--- src/rtl/vga_timing_gen_if.sv ---
// Raster timing bundle between vga_timing_gen (master) and its consumer (slave).
// The tile coordinate signals exist only when VGA_TILE_EN is defined.
interface vga_timing_gen_if #(
    parameter int CW = 12
`ifdef VGA_TILE_EN
    ,
    parameter int TILE_SHIFT = 5
`endif
);
    logic          en;
    logic          pix_en;
    logic          lcd_hs;
    logic          lcd_vs;
    logic          lcd_de;
    logic [CW-1:0] lcd_x;
    logic [CW-1:0] lcd_y;
    logic          line_start;
    logic          frame_start;
`ifdef VGA_TILE_EN
    logic [CW-1:0]         tile_col;
    logic [CW-1:0]         tile_row;
    logic [TILE_SHIFT-1:0] tile_px;
    logic [TILE_SHIFT-1:0] tile_py;

    modport master (
        input  en,
        output pix_en, lcd_hs, lcd_vs, lcd_de, lcd_x, lcd_y, line_start, frame_start,
        output tile_col, tile_row, tile_px, tile_py
    );
    modport slave (
        output en,
        input  pix_en, lcd_hs, lcd_vs, lcd_de, lcd_x, lcd_y, line_start, frame_start,
        input  tile_col, tile_row, tile_px, tile_py
    );
`else
    modport master (
        input  en,
        output pix_en, lcd_hs, lcd_vs, lcd_de, lcd_x, lcd_y, line_start, frame_start
    );
    modport slave (
        output en,
        input  pix_en, lcd_hs, lcd_vs, lcd_de, lcd_x, lcd_y, line_start, frame_start
    );
`endif
endinterface

--- src/rtl/vga_timing_gen.sv ---
// Parametrised raster timing generator; outputs trail the counters by one pixel tick, en low freezes everything.
// Define VGA_TILE_EN to add registered tile index/offset outputs aligned with lcd_de.
module vga_timing_gen #(
    parameter int H_DISP     = 640,
    parameter int H_FRONT    = 16,
    parameter int H_SYNC     = 96,
    parameter int H_BACK     = 48,
    parameter int V_DISP     = 480,
    parameter int V_FRONT    = 10,
    parameter int V_SYNC     = 2,
    parameter int V_BACK     = 33,
    parameter int HS_POL     = 0,
    parameter int VS_POL     = 0,
    parameter int CLK_DIV    = 2,
    parameter int CW         = 12,
    parameter int TILE_SHIFT = 5
) (
    input  logic             clk,
    input  logic             rst_n,
    vga_timing_gen_if.master vif
);

    localparam int H_TOTAL = H_SYNC + H_BACK + H_DISP + H_FRONT;
    localparam int V_TOTAL = V_SYNC + V_BACK + V_DISP + V_FRONT;

    localparam logic [CW-1:0] H_LAST     = CW'(H_TOTAL - 1);
    localparam logic [CW-1:0] V_LAST     = CW'(V_TOTAL - 1);
    localparam logic [CW-1:0] H_SYNC_END = CW'(H_SYNC);
    localparam logic [CW-1:0] V_SYNC_END = CW'(V_SYNC);
    localparam logic [CW-1:0] H_ACT_LO   = CW'(H_SYNC + H_BACK);
    localparam logic [CW-1:0] H_ACT_HI   = CW'(H_SYNC + H_BACK + H_DISP - 1);
    localparam logic [CW-1:0] V_ACT_LO   = CW'(V_SYNC + V_BACK);
    localparam logic [CW-1:0] V_ACT_HI   = CW'(V_SYNC + V_BACK + V_DISP - 1);
    localparam logic [3:0]    DIV_LAST   = 4'(CLK_DIV - 1);
    localparam logic          HS_ON      = 1'(HS_POL);
    localparam logic          VS_ON      = 1'(VS_POL);

    if (H_TOTAL > (1 << CW) - 1 || V_TOTAL > (1 << CW) - 1) begin : g_size_err
        $error("vga_timing_gen: H_TOTAL or V_TOTAL does not fit in CW bits");
    end
    if (CLK_DIV < 1 || CLK_DIV > 16) begin : g_div_err
        $error("vga_timing_gen: CLK_DIV must be 1..16");
    end
    if (TILE_SHIFT < 1 || TILE_SHIFT >= CW) begin : g_tile_err
        $error("vga_timing_gen: TILE_SHIFT must be 1..CW-1");
    end

    logic [3:0]    div_q, div_d;
    logic          pix_en_q, pix_en_d;
    logic [CW-1:0] hcnt_q, hcnt_d;
    logic [CW-1:0] vcnt_q, vcnt_d;
    logic          lcd_hs_q, lcd_hs_d;
    logic          lcd_vs_q, lcd_vs_d;
    logic          lcd_de_q, lcd_de_d;
    logic [CW-1:0] lcd_x_q, lcd_x_d;
    logic [CW-1:0] lcd_y_q, lcd_y_d;
    logic          line_start_q, line_start_d;
    logic          frame_start_q, frame_start_d;

    logic          tick;
    logic          h_act, v_act, act;
    logic [CW-1:0] x_dec, y_dec;

    // A tick already queued when en drops is discarded, so the raster holds exactly.
    assign tick = pix_en_q & vif.en;

    always_comb begin
        div_d    = div_q;
        pix_en_d = 1'b0;
        if (vif.en) begin
            pix_en_d = (div_q == DIV_LAST);
            div_d    = (div_q == DIV_LAST) ? 4'd0 : div_q + 4'd1;
        end
    end

    always_comb begin
        hcnt_d = hcnt_q;
        vcnt_d = vcnt_q;
        if (tick) begin
            if (hcnt_q == H_LAST) begin
                hcnt_d = '0;
                vcnt_d = (vcnt_q == V_LAST) ? '0 : vcnt_q + 1'b1;
            end else begin
                hcnt_d = hcnt_q + 1'b1;
            end
        end
    end

    always_comb begin
        h_act = (hcnt_q >= H_ACT_LO) && (hcnt_q <= H_ACT_HI);
        v_act = (vcnt_q >= V_ACT_LO) && (vcnt_q <= V_ACT_HI);
        act   = h_act && v_act;
        x_dec = act ? hcnt_q - H_ACT_LO : '0;
        y_dec = act ? vcnt_q - V_ACT_LO : '0;
    end

    // Output stage decodes the pre-advance position, keeping all outputs aligned.
    always_comb begin
        lcd_hs_d      = lcd_hs_q;
        lcd_vs_d      = lcd_vs_q;
        lcd_de_d      = lcd_de_q;
        lcd_x_d       = lcd_x_q;
        lcd_y_d       = lcd_y_q;
        line_start_d  = 1'b0;
        frame_start_d = 1'b0;
        if (tick) begin
            lcd_hs_d      = (hcnt_q < H_SYNC_END) ? HS_ON : ~HS_ON;
            lcd_vs_d      = (vcnt_q < V_SYNC_END) ? VS_ON : ~VS_ON;
            lcd_de_d      = act;
            lcd_x_d       = x_dec;
            lcd_y_d       = y_dec;
            line_start_d  = (hcnt_q == '0);
            frame_start_d = (hcnt_q == '0) && (vcnt_q == '0);
        end
    end

    always_ff @(posedge clk or posedge rst_n) begin
        if (rst_n) begin
            div_q         <= '0;
            pix_en_q      <= 1'b0;
            hcnt_q        <= '0;
            vcnt_q        <= '0;
            lcd_hs_q      <= ~HS_ON;
            lcd_vs_q      <= ~VS_ON;
            lcd_de_q      <= 1'b0;
            lcd_x_q       <= '0;
            lcd_y_q       <= '0;
            line_start_q  <= 1'b0;
            frame_start_q <= 1'b0;
        end else begin
            div_q         <= div_d;
            pix_en_q      <= pix_en_d;
            hcnt_q        <= hcnt_d;
            vcnt_q        <= vcnt_d;
            lcd_hs_q      <= lcd_hs_d;
            lcd_vs_q      <= lcd_vs_d;
            lcd_de_q      <= lcd_de_d;
            lcd_x_q       <= lcd_x_d;
            lcd_y_q       <= lcd_y_d;
            line_start_q  <= line_start_d;
            frame_start_q <= frame_start_d;
        end
    end

    assign vif.pix_en      = pix_en_q & vif.en;
    assign vif.lcd_hs      = lcd_hs_q;
    assign vif.lcd_vs      = lcd_vs_q;
    assign vif.lcd_de      = lcd_de_q;
    assign vif.lcd_x       = lcd_x_q;
    assign vif.lcd_y       = lcd_y_q;
    assign vif.line_start  = line_start_q;
    assign vif.frame_start = frame_start_q;

`ifdef VGA_TILE_EN
    logic [CW-1:0]         tile_col_q, tile_col_d;
    logic [CW-1:0]         tile_row_q, tile_row_d;
    logic [TILE_SHIFT-1:0] tile_px_q, tile_px_d;
    logic [TILE_SHIFT-1:0] tile_py_q, tile_py_d;

    // x_dec/y_dec are already zero outside the window, so the tile fields follow.
    always_comb begin
        tile_col_d = tile_col_q;
        tile_row_d = tile_row_q;
        tile_px_d  = tile_px_q;
        tile_py_d  = tile_py_q;
        if (tick) begin
            tile_col_d = x_dec >> TILE_SHIFT;
            tile_row_d = y_dec >> TILE_SHIFT;
            tile_px_d  = x_dec[TILE_SHIFT-1:0];
            tile_py_d  = y_dec[TILE_SHIFT-1:0];
        end
    end

    always_ff @(posedge clk or posedge rst_n) begin
        if (rst_n) begin
            tile_col_q <= '0;
            tile_row_q <= '0;
            tile_px_q  <= '0;
            tile_py_q  <= '0;
        end else begin
            tile_col_q <= tile_col_d;
            tile_row_q <= tile_row_d;
            tile_px_q  <= tile_px_d;
            tile_py_q  <= tile_py_d;
        end
    end

    assign vif.tile_col = tile_col_q;
    assign vif.tile_row = tile_row_q;
    assign vif.tile_px  = tile_px_q;
    assign vif.tile_py  = tile_py_q;
`endif

endmodule

--- src/flat_wrapper.sv ---
// flat-port wrapper written by rule: the top's interface ports become plain ports
module vga_timing_gen_flat 
#(
    parameter int H_DISP     = 640,
    parameter int H_FRONT    = 16,
    parameter int H_SYNC     = 96,
    parameter int H_BACK     = 48,
    parameter int V_DISP     = 480,
    parameter int V_FRONT    = 10,
    parameter int V_SYNC     = 2,
    parameter int V_BACK     = 33,
    parameter int HS_POL     = 0,
    parameter int VS_POL     = 0,
    parameter int CLK_DIV    = 2,
    parameter int CW         = 12,
    parameter int TILE_SHIFT = 5
)
  (clk, rst_n, vif_en, vif_pix_en, vif_lcd_hs, vif_lcd_vs, vif_lcd_de, vif_lcd_x, vif_lcd_y, vif_line_start, vif_frame_start);
  vga_timing_gen_if #(.CW(CW)) vif_i ();
  input  logic clk;
  input  logic rst_n;
  input wire logic [$bits(vif_i.en)-1:0] vif_en;
  output wire logic [$bits(vif_i.pix_en)-1:0] vif_pix_en;
  output wire logic [$bits(vif_i.lcd_hs)-1:0] vif_lcd_hs;
  output wire logic [$bits(vif_i.lcd_vs)-1:0] vif_lcd_vs;
  output wire logic [$bits(vif_i.lcd_de)-1:0] vif_lcd_de;
  output wire logic [$bits(vif_i.lcd_x)-1:0] vif_lcd_x;
  output wire logic [$bits(vif_i.lcd_y)-1:0] vif_lcd_y;
  output wire logic [$bits(vif_i.line_start)-1:0] vif_line_start;
  output wire logic [$bits(vif_i.frame_start)-1:0] vif_frame_start;
  assign vif_i.en = vif_en;
  assign vif_pix_en = vif_i.pix_en;
  assign vif_lcd_hs = vif_i.lcd_hs;
  assign vif_lcd_vs = vif_i.lcd_vs;
  assign vif_lcd_de = vif_i.lcd_de;
  assign vif_lcd_x = vif_i.lcd_x;
  assign vif_lcd_y = vif_i.lcd_y;
  assign vif_line_start = vif_i.line_start;
  assign vif_frame_start = vif_i.frame_start;
  vga_timing_gen #(.H_DISP(H_DISP), .H_FRONT(H_FRONT), .H_SYNC(H_SYNC), .H_BACK(H_BACK), .V_DISP(V_DISP), .V_FRONT(V_FRONT), .V_SYNC(V_SYNC), .V_BACK(V_BACK), .HS_POL(HS_POL), .VS_POL(VS_POL), .CLK_DIV(CLK_DIV), .CW(CW), .TILE_SHIFT(TILE_SHIFT)) u_core (.clk(clk), .rst_n(rst_n), .vif(vif_i));
endmodule
--- config.mk ---
export PLATFORM = sky130hd
export DESIGN_NAME = vga_timing_gen_flat
export DESIGN_NICKNAME = d
export VERILOG_FILES = /design/src/rtl/vga_timing_gen_if.sv /design/src/rtl/vga_timing_gen.sv /design/src/flat_wrapper.sv
export SDC_FILE = /design/constraint.sdc
export NUM_CORES = 1
export LEC_CHECK = 0
export BUFFER_PORTS_ARGS = -buffer_cell sky130_fd_sc_hd__buf_4
export CAP_MARGIN = 20
export CORE_MARGIN = 1
export CORE_UTILIZATION = 45
export DETAILED_ROUTE_END_ITERATION = 7
export GPL_TIMING_DRIVEN = 0
export PLACE_DENSITY_LB_ADDON = 0.12
export SLEW_MARGIN = 20
export SYNTH_ARGS = -nofsm -noshare
export SYNTH_HDL_FRONTEND = slang
export SYNTH_SLANG_ARGS = --single-unit
--- constraint.sdc ---
create_clock -name clk -period 2.45 [get_ports clk]
set_clock_uncertainty 0.1 [all_clocks]
set_input_delay 0 -clock clk [delete_from_list [all_inputs] [get_ports clk]]
set_output_delay 0 -clock clk [all_outputs]
set_load 0.01 [all_outputs]
Word-level counts from Yosys, hierarchy flattened

Cells that the tools add are included.

Register bits: 58
Latch bits: 0
Bits in writable memories: 0
Bits in read-only memories: 0
Bits of input ports: 3
Output and inout bits: 30
Logic and storage cells: 43
Memories: 0

$add $sub $neg: 5
$mul: 0
Div/mod/pow operators: 0
Magnitude comparators: 6
Eq/ne operators: 3
Shifts and indexed selects: 0
Mux-type cells: 10
Bitwise operators: 1
Reductions and logical operators: 7

Operators with widths:

| cell                    | number |
|---|---|
| $mux W12                | 4 |
| $add A12 B1 Y12 const B | 2 |
| $eq A12 B10 Y1 const B  | 2 |
| $le A12 B10 Y1 const B  | 2 |
| $logic_not A12 Y1       | 2 |
| $ge A12 B6 Y1 const B   | 1 |
| $ge A12 B8 Y1 const B   | 1 |
| $lt A12 B2 Y1 const B   | 1 |
| $lt A12 B7 Y1 const B   | 1 |
| $sub A12 B6 Y12 const B | 1 |
| $sub A12 B8 Y12 const B | 1 |
| $mux W1                 | 5 |
| $add A4 B1 Y4 const B   | 1 |
| $eq A4 B1 Y1 const B    | 1 |
| $logic_and A1 B1 Y1     | 4 |
| $mux W4                 | 1 |
| $reduce_and A2 Y1       | 1 |
| $and A1 B1 Y1           | 1 |

Depth between registers and ports, before layout

Gate-level depths: netlist of the first run.

Depth in word-level cells: 4
Mapped depth: 8
Mapped depth without buffers: 6

Worst setup path before layout of the first run

OpenSTA, ideal clock, no wires.

Path type: register to register
From: register u_core.hcnt_q[5]
To: register u_core.vcnt_q[3]
Library setup time: 0.121 ns
Arrival: 2.072 ns
Required time: 2.229 ns
Path slack: 0.157 ns
Stages on the path, launching flop included: 9
Path buffers: 2
Clock period less this slack: 2.293 ns
Cell sequence: dfrtp_1 -> clkbuf_1 -> inv_1 -> ha_1 -> or3b_2 -> nor4_2 -> buf_2 -> o21ai_0 -> a22o_1

Longest elaborated chain between the ends: 2

Ends and longest elaborated chain:

| element                            | RTL line              | text |
|---|---|---|
| start, declared                    | vga_timing_gen.sv:50  | `logic [CW-1:0] hcnt_q, hcnt_d;` |
| start signal, assigned             | vga_timing_gen.sv:133 | `hcnt_q <= hcnt_d;` |
| $eq A12 B10 Y1                     | vga_timing_gen.sv:80  | `if (hcnt_q == H_LAST) begin` |
| $reduce_and A2 Y1 (no source line) | n/a                   |  |
| end signal, assigned               | vga_timing_gen.sv:134 | `vcnt_q <= vcnt_d;` |
| end, declared                      | vga_timing_gen.sv:51  | `logic [CW-1:0] vcnt_q, vcnt_d;` |

Every way passes these cells.
A chain may end at the register's enable or synchronous reset.

Worst setup path after layout of the first run

From: register u_core.vcnt_q[0]
To: register u_core.lcd_x_q[10], in the netlist u_core.vif.lcd_x[10]

Longest elaborated chain between the ends: 4
Elaborated cells on any way between the ends: 5
Those cells by class: order compare: 2; mux: 1; reduce/logical: 2

Ends and longest elaborated chain:

| element                                         | RTL line              | text |
|---|---|---|
| $ge A12 B6 Y1 or $le A12 B10 Y1 (tied branches) | vga_timing_gen.sv:91  | `v_act = (vcnt_q >= V_ACT_LO) && (vcnt_q <= V_ACT_HI);` |
| $logic_and A1 B1 Y1 *                           | vga_timing_gen.sv:91  |  |
| $logic_and A1 B1 Y1 *                           | vga_timing_gen.sv:92  | `act = h_act && v_act;` |
| $mux W12 *                                      | vga_timing_gen.sv:93  | `x_dec = act ? hcnt_q - H_ACT_LO : '0;` |
| end signal, assigned                            | vga_timing_gen.sv:138 | `lcd_x_q <= lcd_x_d;` |
| end, declared                                   | vga_timing_gen.sv:55  | `logic [CW-1:0] lcd_x_q, lcd_x_d;` |

Mark *: on every way between the ends. The rest lies on a longest branch, timed or not.

==> metrics.txt, run 1 <==
# TYPE chip_impl_metric gauge
chip_impl_info{name="outcome",value="complete, no violations"} 1
chip_impl_metric{name="antenna_violating_nets_post_route",unit=""} 0
chip_impl_metric{name="worst_slew_margin_rel",unit="%"} 65.1
chip_impl_metric{name="post_route_cells_drive_above_1_share",unit="%"} 23.6
chip_impl_metric{name="setup_total_negative_slack",unit="ns"} 0
chip_impl_metric{name="synth_enable_flop_cells",unit=""} 0
chip_impl_metric{name="synth_cells",unit=""} 313
chip_impl_metric{name="io_buffer_count",unit=""} 32
chip_impl_info{name="postSynth.topFlopCell",value="sky130_fd_sc_hd__dfrtp_1"} 1
chip_impl_metric{name="async_flop_share",unit="%"} 100
chip_impl_metric{name="detailedPlacementHpwl",unit="mm"} 4.42
chip_impl_metric{name="core_area",unit="mm2"} 0.00639
chip_impl_metric{name="num_vias",unit=""} 2334
chip_impl_metric{name="syn_warnings",unit=""} 0
chip_impl_metric{name="post_drt_wl_per_cell",unit="um"} 14.9
chip_impl_metric{name="global_route.overflow_total",unit=""} 0
chip_impl_info{name="critical_path_class",value="flop to flop"} 1
chip_impl_metric{name="cts-root-to-sink-buffers",unit=""} 2
chip_impl_metric{name="critical_path.max_fanout",unit=""} 10
chip_impl_metric{name="achievable_freq",unit="MHz"} 423
chip_impl_metric{name="holdWs",unit="ns"} 0.0686
chip_impl_metric{name="pin_count_of_the_biggest_net_entering_global_routing",unit=""} 38
chip_impl_metric{name="synth_top_area_share",unit="%"} 46.7
chip_impl_metric{name="worst_ep_arrival_time",unit="ns"} 2.53
chip_impl_metric{name="wirelength",unit="mm"} 6.55
chip_impl_metric{name="globalRouteTotalUtil",unit="%"} 20.0
chip_impl_metric{name="diode_insertion_count_for_antenna_repair",unit=""} 0
chip_impl_metric{name="grt_pass1_wl",unit="mm"} 10.8
chip_impl_metric{name="row_count",unit=""} 29
chip_impl_metric{name="cts.htree.levels",unit=""} 3
chip_impl_metric{name="initial_utilization",unit="%"} 47.0
chip_impl_info{name="startpoint_type",value="flop"} 1
chip_impl_metric{name="globalplace.congestion",unit=""} 0.805
chip_impl_metric{name="power_per_cell_area",unit="mW/mm2"} 650
chip_impl_info{name="tritoncts",value="yes"} 1
chip_impl_metric{name="syn_to_layout_area_delta",unit="%"} 21.9
chip_impl_info{name="leading_post_synthesis_cells_by_cell_area",value="sky130_fd_sc_hd__dfrtp_1 47%, sky130_fd_sc_hd__xnor2_1 6.4%, sky130_fd_sc_hd__nand2_1 5.6%"} 1
chip_impl_metric{name="maxCapViolCount",unit=""} 0
chip_impl_metric{name="vdd.ir_drop.worst",unit="mV"} 0.406
chip_impl_metric{name="final_nets",unit=""} 369
chip_impl_metric{name="post_synth.cell_area_avg",unit="um2"} 9.59
chip_impl_metric{name="total_leakage_power",unit="uW"} 0.00165
chip_impl_info{name="cts_root_buffer",value="sky130_fd_sc_hd__clkbuf_8"} 1
chip_impl_info{name="setup.worst_path.end_class",value="flop"} 1
chip_impl_metric{name="ios",unit=""} 33
chip_impl_metric{name="worstSkewPairLatency",unit="ns"} 0.34
chip_impl_metric{name="crit_required",unit="ns"} 2.62
chip_impl_metric{name="drt-initial-drc-count",unit=""} 166
chip_impl_metric{name="cts-buffers-inserted",unit=""} 9
chip_impl_metric{name="setup-violations-final",unit=""} 0
chip_impl_info{name="hold_path_class",value="primary input to async pin"} 1
chip_impl_metric{name="yosysUniqueCellTypes",unit=""} 48
chip_impl_metric{name="fp.dieH",unit="um"} 83.7
chip_impl_metric{name="synth.ff_latch_count",unit=""} 58
chip_impl_metric{name="clkSlewWorstSetupHoldPaths",unit="ns"} 0.07
chip_impl_info{name="netlist.top_cell.by_area",value="sky130_fd_sc_hd__dfrtp_1"} 1
chip_impl_metric{name="final_critical_path_time_including_i_o_delays_and_setup",unit="ns"} 2.36
chip_impl_metric{name="cts.sinks",unit=""} 58
chip_impl_metric{name="netlist_area",unit="mm2"} 0.00300
chip_impl_metric{name="hold_violations",unit=""} 0
chip_impl_info{name="yosys.cell_count.top_type",value="sky130_fd_sc_hd__dfrtp_1"} 1
chip_impl_metric{name="final_min_period_over_clock_period",unit="%"} 96.4
chip_impl_metric{name="first_global_vias",unit=""} 2152
chip_impl_metric{name="detail_route.first_pass.iterations",unit=""} 4
chip_impl_metric{name="synth-seq-area-share",unit="%"} 48.4
chip_impl_metric{name="worst-slew-pin-transition",unit="ns"} 0.511
chip_impl_metric{name="drc_errors",unit=""} 0
chip_impl_metric{name="report.power.total",unit="uW"} 2380
chip_impl_metric{name="finalMaxSlewViolations",unit=""} 0
chip_impl_metric{name="synth_fp_nets",unit=""} 323
chip_impl_metric{name="design.die.area",unit="mm2"} 0.00700
chip_impl_metric{name="die_width",unit="um"} 83.7
chip_impl_metric{name="grt_antenna_before_repair",unit=""} 0
chip_impl_info{name="synthTopCellsByCount",value="56 x sky130_fd_sc_hd__dfrtp_1, 45 x sky130_fd_sc_hd__nand2_1, 22 x sky130_fd_sc_hd__xnor2_1, 20 x sky130_fd_sc_hd__nor2_1, 19 x sky130_fd_sc_hd__o21ai_2"} 1
chip_impl_metric{name="vias_per_cell",unit=""} 5.29
state kept, by name, indices dropped and copies added (netlist names):
register and count:
u_core.vif.lcd_y 12, u_core.vif.line_start 1, u_core.vif.frame_start 1, u_core.vif.lcd_vs 1
u_core.pix_en_q 1, u_core.div_q 4, u_core.vif.lcd_hs 1, u_core.vcnt_q 12
u_core.vif.lcd_x 12, u_core.vif.lcd_de 1, u_core.hcnt_q 12
cell type report:
type,instances,area [um2]
Buffer,20,105
Clock buffer,10,128
Clock inverter,6,105
Fill cell,596,2730
Inverter,14,55.1
Multi-Input combinational cell,219,1420
Sequential cell,58,1460
Tap cell,77,96.3
Timing Repair Buffer,37,295
stage by stage:
step / cells / area [um2] / setup WS (ns) / utilization, %
6_report: 441 / 3660 / 0.0872 / 57.3
5_1_grt: 441 / 3660 / -0.0204 / 57.3
4_1_cts: 441 / 3630 / 0.0128 / 56.9
3_5_place_dp: 423 / 3360 / -0.271 / 52.6
3_3_place_gp: 422 / 3340 / -0.249 / 52.3
2_1_floorplan: 313 / 3000 / 0.157 / -
logic make-up after synthesis:
group	after synthesis	synth area share [%]
adder cells (fa/ha/maj)	7	2.92
XOR/XNOR	25	7.29
AO/OA/AOI/OAI	62	15.1
multiplexers	2	0.708
buffers and inverters	36	5.37
flip-flops	58	48.4
AND/OR/NAND/NOR	123	20.2
final timing paths:
check,startpoint,slack [ns],end,cells past startpoint
hold reg to reg,u_core.vif.lcd_y[3],0.38,u_core.vif.lcd_y[3],2
setup reg to reg,u_core.vcnt_q[0],0.09,u_core.vif.lcd_x[10],5
setup / recovery,u_core.vcnt_q[0],0.09,u_core.vif.lcd_x[10],5
hold / removal,rst_n,0.07,u_core.hcnt_q[0],3
min in group clk,vif_en,0.31,u_core.div_q[0],3
max in group asynchronous,rst_n,1.64,u_core.vif.lcd_vs,4
layout by cell type (no fill, tap or decap), drive strengths merged, types with 4 or more instances in the layout:
cell type / instances
clkinv: 4
clkbuf: 22
and3: 4
nand2: 45
a21oi: 7
buf: 43
nor3: 12
o21ai: 33
inv: 13
a22o: 6
nor2: 20
nor4: 9
nand3: 8
dfrtp: 56
ha: 7
xnor2: 22
nand4: 8
power breakdown:
part	leakage (uW)	switching (uW)	internal [uW]
Sequential	0.000768	57.8	1020
Combinational	0.000761	159	84.1
Clock	0.000120	393	671
worst max-delay path, stage by stage, from the launching register on:
cell,delay (ns)
sky130_fd_sc_hd__dfrtp_1,0.49
sky130_fd_sc_hd__a2111o_1,0.52
sky130_fd_sc_hd__or4_1,0.42
sky130_fd_sc_hd__a221o_1,0.42
sky130_fd_sc_hd__buf_6,0.20
sky130_fd_sc_hd__o21ai_2,0.13
what timing repair did:
item / CTS / global route
pin swaps: 1 / 0
gates cloned: 0 / 0
buffers inserted: 1 / 1
endpoints found under the hold margin: 62 / 0
setup endpoints to repair: 42 / 31
hold buffers: 2 / 0
resized for setup: 2 / 7
routing by layer:
| layer | vias up | GRT usage [%] | wire length, um |
|---|---|---|---|
| met5 | - | 0 | 0 |
| met4 | 0 | 8.32 | 96 |
| met3 | 11 | 4.95 | 309 |
| met2 | 60 | 27.3 | 2730 |
| met1 | 1078 | 29.9 | 3410 |
| li1 | 1185 | - | - |
Note: power is estimated with default switching activity, not from simulation.
==> inputs of run 2 (changes only) <==
--- a/config.mk
+++ b/config.mk
@@ -8,10 +8,11 @@
 export BUFFER_PORTS_ARGS = -buffer_cell sky130_fd_sc_hd__buf_4
 export CAP_MARGIN = 20
 export CORE_MARGIN = 1
-export CORE_UTILIZATION = 45
+export CORE_UTILIZATION = 41
 export DETAILED_ROUTE_END_ITERATION = 7
 export GPL_TIMING_DRIVEN = 0
 export PLACE_DENSITY_LB_ADDON = 0.12
+export SETUP_SLACK_MARGIN = 0.2
 export SLEW_MARGIN = 20
 export SYNTH_ARGS = -nofsm -noshare
 export SYNTH_HDL_FRONTEND = slang
==> metrics.txt, run 2 (synthesis gave the netlist of run 1 again) <==
# TYPE chip_impl_metric gauge
chip_impl_info{name="tritoncts",value="yes"} 1
chip_impl_metric{name="maxCapViolCount",unit=""} 0
chip_impl_info{name="critical_path_class",value="flop to flop"} 1
chip_impl_metric{name="clkSlewWorstSetupHoldPaths",unit="ns"} 0.07
chip_impl_metric{name="vdd.ir_drop.worst",unit="mV"} 0.360
chip_impl_metric{name="finalMaxSlewViolations",unit=""} 0
chip_impl_metric{name="design.die.area",unit="mm2"} 0.00767
chip_impl_metric{name="hold_violations",unit=""} 0
chip_impl_metric{name="power_per_cell_area",unit="mW/mm2"} 573
chip_impl_metric{name="worstSkewPairLatency",unit="ns"} 0.34
chip_impl_metric{name="die_width",unit="um"} 87.6
chip_impl_info{name="hold_path_class",value="primary input to flop"} 1
chip_impl_metric{name="drt-initial-drc-count",unit=""} 102
chip_impl_metric{name="core_area",unit="mm2"} 0.00694
chip_impl_metric{name="final_min_period_over_clock_period",unit="%"} 94.4
chip_impl_info{name="startpoint_type",value="flop"} 1
chip_impl_info{name="rsz0062_at_grt",value="true"} 1
chip_impl_metric{name="dpl.cell_count",unit=""} 442
chip_impl_metric{name="grt_antenna_before_repair",unit=""} 0
chip_impl_metric{name="worst_slew_margin_rel",unit="%"} 63.6
chip_impl_metric{name="diode_insertion_count_for_antenna_repair",unit=""} 0
chip_impl_metric{name="detail_route.first_pass.iterations",unit=""} 4
chip_impl_info{name="cts_root_buffer",value="sky130_fd_sc_hd__clkbuf_8"} 1
chip_impl_metric{name="cts-buffers-inserted",unit=""} 9
chip_impl_metric{name="row_count",unit=""} 30
chip_impl_metric{name="ios",unit=""} 33
chip_impl_metric{name="minimum_setup_slack_after_placement",unit="ns"} -0.224
chip_impl_metric{name="grtUsageMet2",unit="%"} 28.6
chip_impl_metric{name="io_buffer_count",unit=""} 32
chip_impl_metric{name="syn_to_layout_area_delta",unit="%"} 31.0
chip_impl_metric{name="layout.cells.non_filler",unit=""} 475
chip_impl_metric{name="post_drt_wl_per_cell",unit="um"} 14.5
chip_impl_metric{name="antenna_violating_nets_post_route",unit=""} 0
chip_impl_metric{name="cts.htree.levels",unit=""} 3
chip_impl_metric{name="post_route_cells_drive_above_1_share",unit="%"} 30.6
chip_impl_metric{name="achievable_freq",unit="MHz"} 432
chip_impl_metric{name="cts.sinks",unit=""} 58
chip_impl_metric{name="fin_area",unit="mm2"} 0.00393
chip_impl_metric{name="pin_count_of_the_biggest_net_entering_global_routing",unit=""} 57
chip_impl_metric{name="grt_pass1_wl",unit="mm"} 11.4
chip_impl_metric{name="drc_errors",unit=""} 0
chip_impl_metric{name="first_global_vias",unit=""} 2248
chip_impl_metric{name="globalplace.congestion",unit=""} 0.840
chip_impl_metric{name="grt.met1_usage",unit="%"} 28.8
chip_impl_metric{name="final_nets",unit=""} 385
chip_impl_metric{name="global_route.overflow_total",unit=""} 0
chip_impl_metric{name="worst_ep_arrival_time",unit="ns"} 2.48
chip_impl_info{name="most_used_routing_layer_in_global_routing",value="met1"} 1
chip_impl_metric{name="cts-root-to-sink-buffers",unit=""} 2
chip_impl_metric{name="final_critical_path_setup_slack",unit="ns"} 0.137
chip_impl_metric{name="placement.cell_area",unit="mm2"} 0.00340
chip_impl_info{name="most_frequent_standard_cell_in_the_layout_excluding_fill_and_tap_cells",value="sky130_fd_sc_hd__dfrtp_1"} 1
chip_impl_metric{name="initial_utilization",unit="%"} 43.2
chip_impl_metric{name="crit_required",unit="ns"} 2.62
chip_impl_metric{name="fp.dieH",unit="um"} 87.6
chip_impl_metric{name="final_critical_path_time_including_i_o_delays_and_setup",unit="ns"} 2.31
chip_impl_metric{name="worst-slew-pin-transition",unit="ns"} 0.546
chip_impl_info{name="top_library_cells_by_usage_in_the_layout_fill_and_taps_aside",value="55 x sky130_fd_sc_hd__dfrtp_1, 44 x sky130_fd_sc_hd__nand2_1, 42 x sky130_fd_sc_hd__buf_4"} 1
chip_impl_metric{name="globalRouteTotalUtil",unit="%"} 19.8
chip_impl_info{name="outcome",value="complete, no violations"} 1
chip_impl_metric{name="setup-violations-final",unit=""} 0
chip_impl_metric{name="total_leakage_power",unit="uW"} 0.00178
chip_impl_metric{name="grt_use_met3",unit="%"} 3.49
chip_impl_metric{name="vias_per_cell",unit=""} 5.13
chip_impl_metric{name="fin_util",unit="%"} 56.6
chip_impl_metric{name="num_vias",unit=""} 2436
chip_impl_metric{name="critical_path.max_fanout",unit=""} 5
chip_impl_metric{name="detailedPlacementHpwl",unit="mm"} 4.54
chip_impl_metric{name="wirelength",unit="mm"} 6.88
chip_impl_info{name="setup.worst_path.end_class",value="flop"} 1
## run 2: changes by cell type in the layout (fill, tap and decap cells not counted), sizes merged
cell	previous run	this run
buf	43	58
bufinv	3	2
clkbuf	22	21
clkinvlp	0	1
dlygate4sd3	2	3
## run 2: critical path, stage by stage (launching register included)
cell and delay, ns:
sky130_fd_sc_hd__dfrtp_1 0.37, sky130_fd_sc_hd__buf_6 0.12, sky130_fd_sc_hd__or3_4 0.37, sky130_fd_sc_hd__or4_4 0.48
sky130_fd_sc_hd__a221o_2 0.39, sky130_fd_sc_hd__buf_6 0.15, sky130_fd_sc_hd__buf_12 0.13, sky130_fd_sc_hd__o21ai_2 0.12
## run 2: final timing paths
check / start / to / slack, ns / cells past startpoint
max in group asynchronous: rst_n / u_core.vif.lcd_hs / 1.16 / 5
max reg2reg: u_core.vcnt_q[7] / u_core.vif.lcd_x[11] / 0.14 / 7
min: vif_en / u_core.div_q[0] / 0.32 / 3
min reg2reg: u_core.vif.lcd_x[6] / u_core.vif.lcd_x[6] / 0.38 / 2
max: u_core.vcnt_q[7] / u_core.vif.lcd_x[11] / 0.14 / 7
min in group asynchronous: rst_n / u_core.div_q[2] / 0.57 / 4
## run 2: timing repair
action	CTS	global route
hold endpoints to repair	63	0
setup endpoints to repair	42	34
hold buffers	3	0
gates cloned	3	0
buffers inserted	10	2
resized for setup	37	15
pin swaps	9	8
## run 2: stage by stage
step	hold WS, ns	power [uW]	TNS [ns]
3_3_place_gp	0.116	1320	-5.54
4_1_cts	0.305	2280	0
6_report	0.318	2260	0
2_1_floorplan	-0.0129	1240	0
3_5_place_dp	-0.222	1330	-5.75
5_1_grt	0.356	2370	0
## run 2: area by class of cell
type | instances | area, um2
flip-flops and latches | 58 | 1460
fillers | 611 | 3010
clock buffers | 9 | 124
multi-input cells | 219 | 1470
inverters | 14 | 55.1
repair buffers | 51 | 462
plain buffers | 22 | 169
clock inverters | 6 | 82.6
well taps | 96 | 120
## run 2: routing by layer
layer | vias up | share of wire (%)
met2 | 65 | 43
met4 | 0 | 1.6
met3 | 8 | 4.3
met5 | - | 0
li1 | 1216 | -
met1 | 1147 | 51
## run 2: where the power goes
part | switching, uW | internal, uW | leakage [uW]
combinational | 159 | 87.8 | 0.000908
clock | 381 | 561 | 0.000105
sequential | 52.0 | 1010 | 0.000769
